**config.mk**
```make
export PLATFORM = sky130hd
export DESIGN_NAME = rom_infr
export DESIGN_NICKNAME = d
export VERILOG_FILES = /design/src/rtl/rom_infr.sv
export SDC_FILE = /design/constraint.sdc
export NUM_CORES = 1
export LEC_CHECK = 0
export ABC_AREA = 1
export BUFFER_PORTS_ARGS = -buffer_cell sky130_fd_sc_hd__buf_2
export CORE_AREA = 4 4 41 43
export DETAILED_ROUTE_END_ITERATION = 8
export DIE_AREA = 0 0 45 47
export SLEW_MARGIN = 40
export SYNTH_ARGS = -nofsm -noshare
export SYNTH_HDL_FRONTEND = slang
export SYNTH_SLANG_ARGS = --single-unit
```
**constraint.sdc**
```tcl
create_clock -name clk -period 1.6 [get_ports clk]
set_input_delay 0.32 -clock clk [delete_from_list [all_inputs] [get_ports clk]]
set_output_delay 0.32 -clock clk [all_outputs]
set_load 0.01 [all_outputs]
```
**src/rtl/rom_infr.sv**
```systemverilog
// 32x4 constant lookup table with a registered read address.
// One clock of read latency; data is a combinational decode of raddr.
module rom_infr (
    input  logic       clk,
    input  logic       rst,
    input  logic       en,
    input  logic [4:0] addr,
    output logic [3:0] data
);

    logic [4:0] raddr;

    always_ff @(posedge clk) begin
        if (rst) begin
            raddr <= 5'd0;
        end else if (en) begin
            raddr <= addr;
        end
    end

    // Upper half of the address space aliases the lower half.
    always_comb begin
        data = 4'b0010;
        case (raddr)
            5'd0,  5'd16: data = 4'b0010;
            5'd1,  5'd17: data = 4'b0010;
            5'd2,  5'd18: data = 4'b1110;
            5'd3,  5'd19: data = 4'b0010;
            5'd4,  5'd20: data = 4'b0100;
            5'd5,  5'd21: data = 4'b1010;
            5'd6,  5'd22: data = 4'b1100;
            5'd7,  5'd23: data = 4'b0000;
            5'd8,  5'd24: data = 4'b1010;
            5'd9,  5'd25: data = 4'b0010;
            5'd10, 5'd26: data = 4'b1110;
            5'd11, 5'd27: data = 4'b0010;
            5'd12, 5'd28: data = 4'b0100;
            5'd13, 5'd29: data = 4'b1010;
            5'd14, 5'd30: data = 4'b1100;
            5'd15, 5'd31: data = 4'b0000;
            default:      data = 4'b0010;
        endcase
    end

endmodule

```
Yosys cells after proc, flatten, opt, wreduce, memory -nomap -nowiden
Memory sizes are Yosys's and may differ from the RTL's. A register that Yosys moved wholly into a read port is not among the register bits.
Cells that the tools add are included.
Storage, ports and cells
  memories: 1
  bits in read-only memories: 96
  register bits after elaboration: 5
  word-level logic and storage cells: 4
Memories
  (no name shown): depth 32, bits a word 3, read ports 1, clocked after memory_dff 1, wr ports 0, RTL line 24  | case (raddr)
Operators by class
  multiplexer cells: 2
Operator list (number)
  $mux W5: 2

Depth between registers and ports, before layout
Gate-level depths: netlist (run 1).
  depth in word-level cells: 2
  gate-level depth with buffers: 9
  depth with buffers taken out: 9

Worst setup path before layout (run 1)
OpenSTA, ideal clock, no wires.
  path type: input -> register
  from: input en
  to: register, netlist name data[1]
  stages on the path: 6
  arrival time: 1.122 ns
  setup time: 0.120 ns
  slack: 0.358 ns
  path through: inv_1 -> nor2_1 -> nor3_1 -> inv_1 -> ha_1 -> or2_1
Between the ends
  cells in the longest elaborated chain, start to end: 2
Ends and longest elaborated chain
  start, declared: RTL line 6  | input logic en,
  $mux W5 (no line) (2 in a row)
No other way between the ends.
A chain may end at the register's enable or synchronous reset.

Worst setup path in the final report (run 1)
  from: input en
  to: register, netlist name data[1]
Between the ends
  cells in the longest elaborated chain, start to end: 2
Ends and longest elaborated chain
  $mux W5 (no line) (2 in a row)
No other way between the ends.

==> flow_metrics.env, run 1 <==
export IMPL_status="finished, final reports clean"
export IMPL_crit_top_cell="inv_1"
export IMPL_utilization_pct=31.1
export IMPL_antenna_found_initial=0
export IMPL_finalInstanceArea_um2=404
export IMPL_setup_ws_ns=0.377
export IMPL_cts_tree="done"
export IMPL_total_power_mw=0.412
export IMPL_clkTransAtPathRegs_ns=0.05
export IMPL_path_class="input pin to flip-flop"
export IMPL_setup_viol=0
export IMPL_post_cts_resized=0
export IMPL_core_area_um2=1300
export IMPL_drive_above_1_share_pct=23.2
export IMPL_critPathMaxFanout=5
export IMPL_synth_area_um2=322
export IMPL_track_usage_pct=7.05
export IMPL_ys_types=11
export IMPL_arrival_ns=1.37
export IMPL_die_width_um=45
export IMPL_synth_top_cells_by_count="nand2_1, inv_1, dfxtp_1"
export IMPL_yosysSeqAreaShare_pct=43.6
export IMPL_p_per_area_nw_per_um2=1020
export IMPL_synth_edff_count=0
export IMPL_drt_iter0_markers=1
export IMPL_yosysMostFrequentCell="nand2_1"
export IMPL_grt_pass1_vias=246
export IMPL_syn_inst=44
export IMPL_seq_power_share_pct=46.6
export IMPL_cts_made_buffers=3
export IMPL_clock_latency_ns=0.25
export IMPL_grt_max_degree=6
export IMPL_rows=13
export IMPL_yosysWarnings=0
export IMPL_cp_required_ns=1.74
export IMPL_dpl_cell_count=67
export IMPL_period_minus_slack_ns=1.22
export IMPL_routedWlPerCell_um=7.73
export IMPL_crit_buf_inv=3
export IMPL_grtUsageMet3_pct=2.30
export IMPL_tns_ns=0
export IMPL_use_met1_pct=5.96
export IMPL_swShare_pct=25.2
export IMPL_wl_um=549
export IMPL_overflow=0
export IMPL_instances_no_fill=71
export IMPL_synth_seq_cells=7
export IMPL_synth_top_area_share_pct=43.6
export IMPL_maxSlewViolCount=0
export IMPL_dp_hpwl_um=444
export IMPL_seq_area_um2=140
export IMPL_grt_pass1_wl_um=917
export IMPL_top_usage_layer="met4"
export IMPL_cts_max_level=1
export IMPL_fin_crit_sh_pct=76.4
export IMPL_yosysTopAreaCell="dfxtp_1"
export IMPL_gp_congestion=0.716
export IMPL_critPathCaptureType="flip-flop"
export IMPL_ir_worst_vdd_uv=292
export IMPL_rsz0062_at_grt="no"
export IMPL_cp_depth=7
export IMPL_port_buffers=9
export IMPL_max_stage_delay_ns=0.21
export IMPL_nNetsFinal=68
export IMPL_p_clk_share_pct=39.3
export IMPL_holdPathStages=2
export IMPL_pre_cts_ws_ns=0.104
export IMPL_pin_count=12
export IMPL_multi_input_area_um2=140
export IMPL_async_flop_share_pct=0
export IMPL_use_met2_pct=10.2
export IMPL_comb_power_share_pct=14.1
export IMPL_avgSynthCellArea_um2=7.31
export IMPL_clock_root_buffer="clkbuf_4"
export IMPL_vias=268
export IMPL_ant_nets=0
export IMPL_place_area_um2=378
export IMPL_die_area_um2=2120
export IMPL_area_growth_pct=25.7
export IMPL_hold_path_class="input pin to flip-flop"
export IMPL_intPower_mw=0.308
export IMPL_postCtsSetupBuffers=0
export IMPL_die_y_um=47
export IMPL_syn_num_nets=55
export IMPL_fillerInstances=153
export IMPL_crit_path_cell_trace="buf_2, inv_1, nor2_1, nor3_1, inv_1, ha_1, or2_1"
export IMPL_slowest_stage="nor3_1"
export IMPL_synth_area_leaders="dfxtp_1, nand2_1, ha_1"
export IMPL_cts_sinks=7
export IMPL_via_per_inst=3.77
export IMPL_finalClockSkew_ns=0.000339
export IMPL_crit_path_start_kind="input pin"
export IMPL_whs_ns=0.287
export IMPL_diodes=0
export IMPL_p_leak_nw=0.245
export IMPL_cts_hold_buffers_added=0
export IMPL_synth_flop_cell="dfxtp_1"
export IMPL_finalHoldViolCount=0
export IMPL_p_switching_mw=0.104
export IMPL_reg2regPathDepth=5
export IMPL_start_util_pct=24.7
export IMPL_dr_pass1_iters=2
export IMPL_crit_family="simple AND/OR/NAND/NOR gates"
export IMPL_clock_path_buffers=2
export IMPL_max_clock_freq_ghz=0.818
export IMPL_cap_violations=0
export IMPL_remaining_drc_errors=0
## worst paths after layout
check / to / slack [ns] / startpoint
min reg2reg: raddr[1] / 0.51 / raddr[1]
max: data[1] / 0.38 / en
max reg2reg: data[1] / 0.39 / raddr[1]
min: raddr[1] / 0.29 / rst
## layout make-up
cell class | count | share of cell area, %
tap | 15 | 4.64
timing repair buffer | 9 | 11.1
sequential | 7 | 34.7
inverter | 9 | 8.36
clock buffer | 4 | 6.50
multi-input combinational | 27 | 34.7
## metal layers
layer | wire length (um) | share of wire [%]
met1 | 223 | 41
met2 | 278 | 51
met3 | 12 | 2.2
met4 | 34 | 6.2
met5 | 0 | 0
## power by group through the flow
stage | combinational [mW] | sequential (mW) | clock [mW]
2_1_floorplan | 0.0334 | 0.200 | 0
3_3_place_gp | 0.0579 | 0.196 | 0
3_5_place_dp | 0.0587 | 0.196 | 0
4_1_cts | 0.0588 | 0.192 | 0.170
5_1_grt | 0.0679 | 0.194 | 0.180
6_report | 0.0579 | 0.192 | 0.162
## sequential cells by signal (all words and copies together), names as in the netlist
register  cells
raddr         4
data          3
## layout by cell type (no fill, tap or decap), drive strengths merged
cell / Yosys / routed
nor2: 4 / 4
nor3: 2 / 2
nand3: 2 / 2
buf: 1 / 9
dfxtp: 7 / 7
ha: 3 / 3
o21ai: 1 / 1
conb: 1 / 1
inv: 9 / 9
clkbuf: 0 / 4
or2: 1 / 1
nand2: 13 / 13
## cells by family after synthesis
logic type | synth area share [%]
buffers and inverters | 12.8
AND/OR/NAND/NOR | 28.0
adder cells (fa/ha/maj) | 11.7
AO/OA/AOI/OAI | 2.72
other | 1.17
flip-flops | 43.6
Note: power is estimated with default switching activity, not from simulation.
==> run 2: changes to the inputs <==
Clock period 1.6 ns to 1.05 ns, I/O delays scaled along.
==> run 2 against run 1 <==
The flow now finishes with violations (setup timing); cell count rose by 5.6%; combinational power rose by 110%; first-iteration DRC count rose to 4.0 times the previous value; flip-flop and latch count did not move; critical path type is now flip-flop to flip-flop.
==> flow_metrics.env, run 2 (synthesis results as in run 1) <==
export IMPL_cp_required_ns=1.20
export IMPL_critPathMaxFanout=2
export IMPL_violations="setup timing"
export IMPL_final_common_cell="nand2_1"
export IMPL_status="finished, violations left"
export IMPL_critPathCaptureType="flip-flop"
export IMPL_p_per_area_nw_per_um2=1410
export IMPL_cts_tree="done"
export IMPL_cap_violations=0
export IMPL_die_area_um2=2120
export IMPL_cts_max_level=1
export IMPL_core_area_um2=1300
export IMPL_dr_pass1_iters=4
export IMPL_overflow=0
export IMPL_antenna_found_initial=0
export IMPL_nNetsFinal=72
export IMPL_via_per_inst=3.84
export IMPL_place_area_um2=409
export IMPL_ant_nets=0
export IMPL_reg2reg_setup_slack_ns=-0.07
export IMPL_crit_path_start_kind="flip-flop"
export IMPL_crit_family="flip-flops"
export IMPL_max_flop_register="raddr"
export IMPL_die_y_um=47
export IMPL_clock_path_buffers=2
export IMPL_vias=288
export IMPL_setup_viol=2
export IMPL_port_buffers=9
export IMPL_grt_pass1_vias=260
export IMPL_utilization_pct=36.1
export IMPL_clock_latency_ns=0.25
export IMPL_finalHoldViolCount=0
export IMPL_drive_above_1_share_pct=40.0
export IMPL_ir_worst_vdd_uv=272
export IMPL_largest_register_ffs=4
export IMPL_tns_ns=-0.115
export IMPL_min_to="raddr[2]"
export IMPL_grt_max_degree=6
export IMPL_dpl_cell_count=70
export IMPL_clock_root_buffer="clkbuf_4"
export IMPL_pin_count=12
export IMPL_cts_made_buffers=3
export IMPL_path_class="flip-flop to flip-flop"
export IMPL_max_clock_freq_ghz=0.896
export IMPL_grt_pass1_wl_um=883
export IMPL_remaining_drc_errors=0
export IMPL_max_stage_delay_ns=0.34
export IMPL_area_growth_pct=45.9
export IMPL_period_minus_slack_ns=1.12
export IMPL_cts_sinks=7
export IMPL_rows=13
export IMPL_p_leak_nw=0.267
export IMPL_rr_endpoint="data[3]"
export IMPL_wl_um=579
export IMPL_reg2regPathDepth=7
export IMPL_setup_ws_ns=-0.0658
export IMPL_maxSlewViolCount=0
export IMPL_dp_hpwl_um=442
export IMPL_finalClockSkew_ns=0.00219
export IMPL_die_width_um=45
export IMPL_gp_congestion=0.683
export IMPL_crit_buf_inv=2
export IMPL_track_usage_pct=6.03
export IMPL_holdPathStages=3
export IMPL_instances_no_fill=75
export IMPL_hold_path_class="input pin to flip-flop"
export IMPL_slowest_stage="dfxtp_2"
export IMPL_diodes=0
export IMPL_drt_iter0_markers=4
export IMPL_final_cell_mix="nand2_1, buf_2, inv_1"
export IMPL_r2r_start="raddr[1]"
export IMPL_routedWlPerCell_um=7.72
export IMPL_hold_start="addr[2]"
export IMPL_arrival_ns=1.26
export IMPL_start_util_pct=24.7
export IMPL_rsz0062_at_grt="yes"
export IMPL_clkTransAtPathRegs_ns=0.05
export IMPL_finalInstanceArea_um2=469
export IMPL_fin_crit_sh_pct=106
export IMPL_crit_path_cell_trace="nor2_4, nor3_4, inv_2, ha_4, inv_2, nand2_1, nand2_1"
## run 2: cell types whose count changed in the layout (fill, tap and decap cells not counted), sizes merged
cell | before | now
buf | 9 | 13
## run 2: metrics by stage
step / setup slack, ns / hold slack (ns) / power [mW]
floorplan: -0.0280 / 0.282 / 0.359
global placement: -0.220 / 0.488 / 0.399
detailed placement: -0.231 / 0.481 / 0.399
CTS: -0.0932 / 0.221 / 0.665
global route: -0.101 / 0.252 / 0.695
finish: -0.0658 / 0.227 / 0.659
## run 2: how the worst max path moves through the flow
stage                     startpoint  cells past startpoint  slack, ns       to
after floorplan             raddr[1]                      5      -0.03  data[1]
after global placement            en                      7      -0.22  data[1]
after detailed placement          en                      7      -0.23  data[1]
after CTS                   raddr[1]                      7      -0.09  data[3]
after global routing        raddr[1]                      7      -0.10  data[3]
final                       raddr[1]                      7      -0.07  data[3]
## run 2: worst register-to-register path, stage by stage (launching register included)
cell and delay, ns:
dfxtp_2 0.34, nor2_4 0.04, nor3_4 0.19, inv_2 0.08, ha_4 0.26, inv_2 0.02
nand2_1 0.04, nand2_1 0.04
## run 2: what timing repair did
action / in CTS / in global routing
buffers inserted: 0 / 1
hold buffers: 0 / 0
gates resized for setup: 6 / 1
endpoints found under the setup margin: 3 / 3
pin swaps: 5 / 3
## run 2: per-layer routing
metal | global-route usage, % | wire, um | vias to the layer above
met4 | 8.77 | 23 | 0
met1 | 6.67 | 233 | 117
met3 | 0 | 37 | 3
li1 | - | - | 159
met5 | 0 | 0 | -
met2 | 9.04 | 284 | 9
## run 2: power by group
| part | switching, mW | leakage (nW) | internal, mW |
|---|---|---|---|
| combinational | 0.0641 | 0.194 | 0.0545 |
| sequential | 0.00564 | 0.0585 | 0.288 |
| clock | 0.102 | 0.0150 | 0.145 |
## run 2: final cells by class
type,count,area (um2)
repair buffers,13,75.1
multi-input cells,27,174
flip-flops and latches,7,141
clock buffers,4,26.3
well taps,15,18.8
inverters,9,33.8
fillers,145,832
==> run 3: changes to the inputs <==
Settings changed: CTS_BUF_LIST from default to sky130_fd_sc_hd__clkbuf_8, SETUP_SLACK_MARGIN from default to 0.02.
==> run 3 against run 2 <==
The run still ends with setup timing left; sequential power about the same; global-route usage increased by 0.079 points; total power increased by 18%; die area unchanged; critical path depth unchanged; register-to-register slack about the same; flip-flop and latch count unchanged.
==> flow_metrics.env, run 3 (synthesis results as in run 1) <==
export IMPL_reg2regPathDepth=7
export IMPL_p_leak_nw=0.279
export IMPL_pin_count=12
export IMPL_setup_worst_path_start="raddr[1]"
export IMPL_die_area_um2=2120
export IMPL_final_cell_mix="nand2_1, buf_2, inv_1"
export IMPL_area_growth_pct=51.8
export IMPL_remaining_drc_errors=0
export IMPL_die_y_um=47
export IMPL_grt_max_degree=6
export IMPL_via_per_inst=3.77
export IMPL_routedWlPerCell_um=7.63
export IMPL_p_per_area_nw_per_um2=1600
export IMPL_dr_pass1_iters=1
export IMPL_reg2reg_setup_slack_ns=-0.06
export IMPL_die_width_um=45
export IMPL_max_clock_freq_ghz=0.897
export IMPL_utilization_pct=37.5
export IMPL_critPathMaxFanout=2
export IMPL_ir_worst_vdd_uv=370
export IMPL_crit_path_start_kind="flip-flop"
export IMPL_finalHoldViolCount=0
export IMPL_dpl_cell_count=70
export IMPL_cts_sinks=7
export IMPL_rows=13
export IMPL_instances_no_fill=75
export IMPL_port_buffers=9
export IMPL_tns_ns=-0.120
export IMPL_vias=283
export IMPL_setup_viol=2
export IMPL_pre_cts_ws_ns=-0.231
export IMPL_slowest_stage="dfxtp_2"
export IMPL_grt_pass1_wl_um=897
export IMPL_critPathCaptureType="flip-flop"
export IMPL_cp_required_ns=1.17
export IMPL_clock_root_buffer="clkbuf_8"
export IMPL_track_usage_pct=6.11
export IMPL_nNetsFinal=72
export IMPL_drt_iter0_markers=0
export IMPL_wl_um=572
export IMPL_core_area_um2=1300
export IMPL_r2r_start="raddr[1]"
export IMPL_final_common_cell="nand2_1"
export IMPL_drive_above_1_share_pct=40.0
export IMPL_arrival_ns=1.23
export IMPL_gp_congestion=0.683
export IMPL_grt_pass1_vias=251
export IMPL_status="finished, violations left"
export IMPL_antenna_found_initial=0
export IMPL_rr_endpoint="data[3]"
export IMPL_dp_hpwl_um=442
export IMPL_clock_path_buffers=2
export IMPL_hold_path_class="input pin to flip-flop"
export IMPL_crit_path_cell_trace="nor2_4, nor3_4, inv_2, ha_4, inv_2, nand2_1, nand2_1"
export IMPL_cts_hold_buffers_added=0
export IMPL_max_flop_register="raddr"
export IMPL_clock_latency_ns=0.23
export IMPL_diodes=0
export IMPL_overflow=0
export IMPL_crit_path_end="data[3]"
export IMPL_violations="setup timing"
export IMPL_cts_max_level=1
export IMPL_cts_tree="done"
export IMPL_largest_register_ffs=4
export IMPL_cts_made_buffers=3
export IMPL_path_class="flip-flop to flip-flop"
export IMPL_rsz0062_at_grt="yes"
export IMPL_finalClockSkew_ns=0.00344
export IMPL_clkTransAtPathRegs_ns=0.04
export IMPL_max_stage_delay_ns=0.33
export IMPL_total_power_mw=0.780
export IMPL_start_util_pct=24.7
export IMPL_fin_crit_sh_pct=106
export IMPL_setup_ws_ns=-0.0648
export IMPL_ant_nets=0
export IMPL_period_minus_slack_ns=1.11
export IMPL_cap_violations=0
export IMPL_maxSlewViolCount=0
[run 3: cell types whose count changed in the layout (fill, tap and decap cells not counted)]
cell	before	now
clkbuf_4	3	0
clkbuf_8	0	3
clkbuf_1	1	0
inv_1	7	8
[run 3: critical path: cells and delay by family, from the launching register on]
family / cells / cell delay, ns
fa+ha+maj: 1 / 0.26
buf+inv: 2 / 0.10
flops: 1 / 0.33
simple gates: 4 / 0.31
[run 3: where the power goes]
part | total (mW) | switching, mW | internal (mW)
Clock | 0.367 | 0.114 | 0.252
Combinational | 0.119 | 0.0639 | 0.0546
Sequential | 0.295 | 0.00566 | 0.289
[run 3: cell type report]
class | instances | area, um2
Clock buffer | 3 | 41.3
Tap cell | 15 | 18.8
Sequential cell | 7 | 141
Timing Repair Buffer | 13 | 75.1
Inverter | 9 | 33.8
Clock inverter | 1 | 3.75
Fill cell | 142 | 813
Multi-Input combinational cell | 27 | 174
[run 3: routing by layer]
layer  track usage, %  vias up  share of wire, %
met5                0        -                 0
met3             1.15        2               7.0
met1             6.90      114                41
met4             7.02        0               3.1
met2             9.04        8                48
li1                 -      159                 -
[run 3: worst min path at each step]
stage                       start       end  slack (ns)  depth (start not counted)
after floorplan               rst  raddr[1]        0.28                          1
after detailed placement  addr[2]  raddr[2]        0.48                          3
after CTS                 addr[2]  raddr[2]        0.25                          3
final                     addr[2]  raddr[2]        0.25                          3
after global routing      addr[2]  raddr[2]        0.28                          3
after global placement    addr[2]  raddr[2]        0.49                          3
[run 3: what timing repair did]
item	in CTS	in global routing
setup buffers	0	1
gates resized for setup	6	1
pin swaps	5	3
hold endpoints to repair	0	0
endpoints found under the setup margin	3	3
[run 3: per-stage QoR]
step,hold WS (ns),cell area [um2]
after floorplan,0.282,330
after global placement,0.488,409
after detailed placement,0.481,409
after global routing,0.284,488
after CTS,0.249,478
final,0.248,488
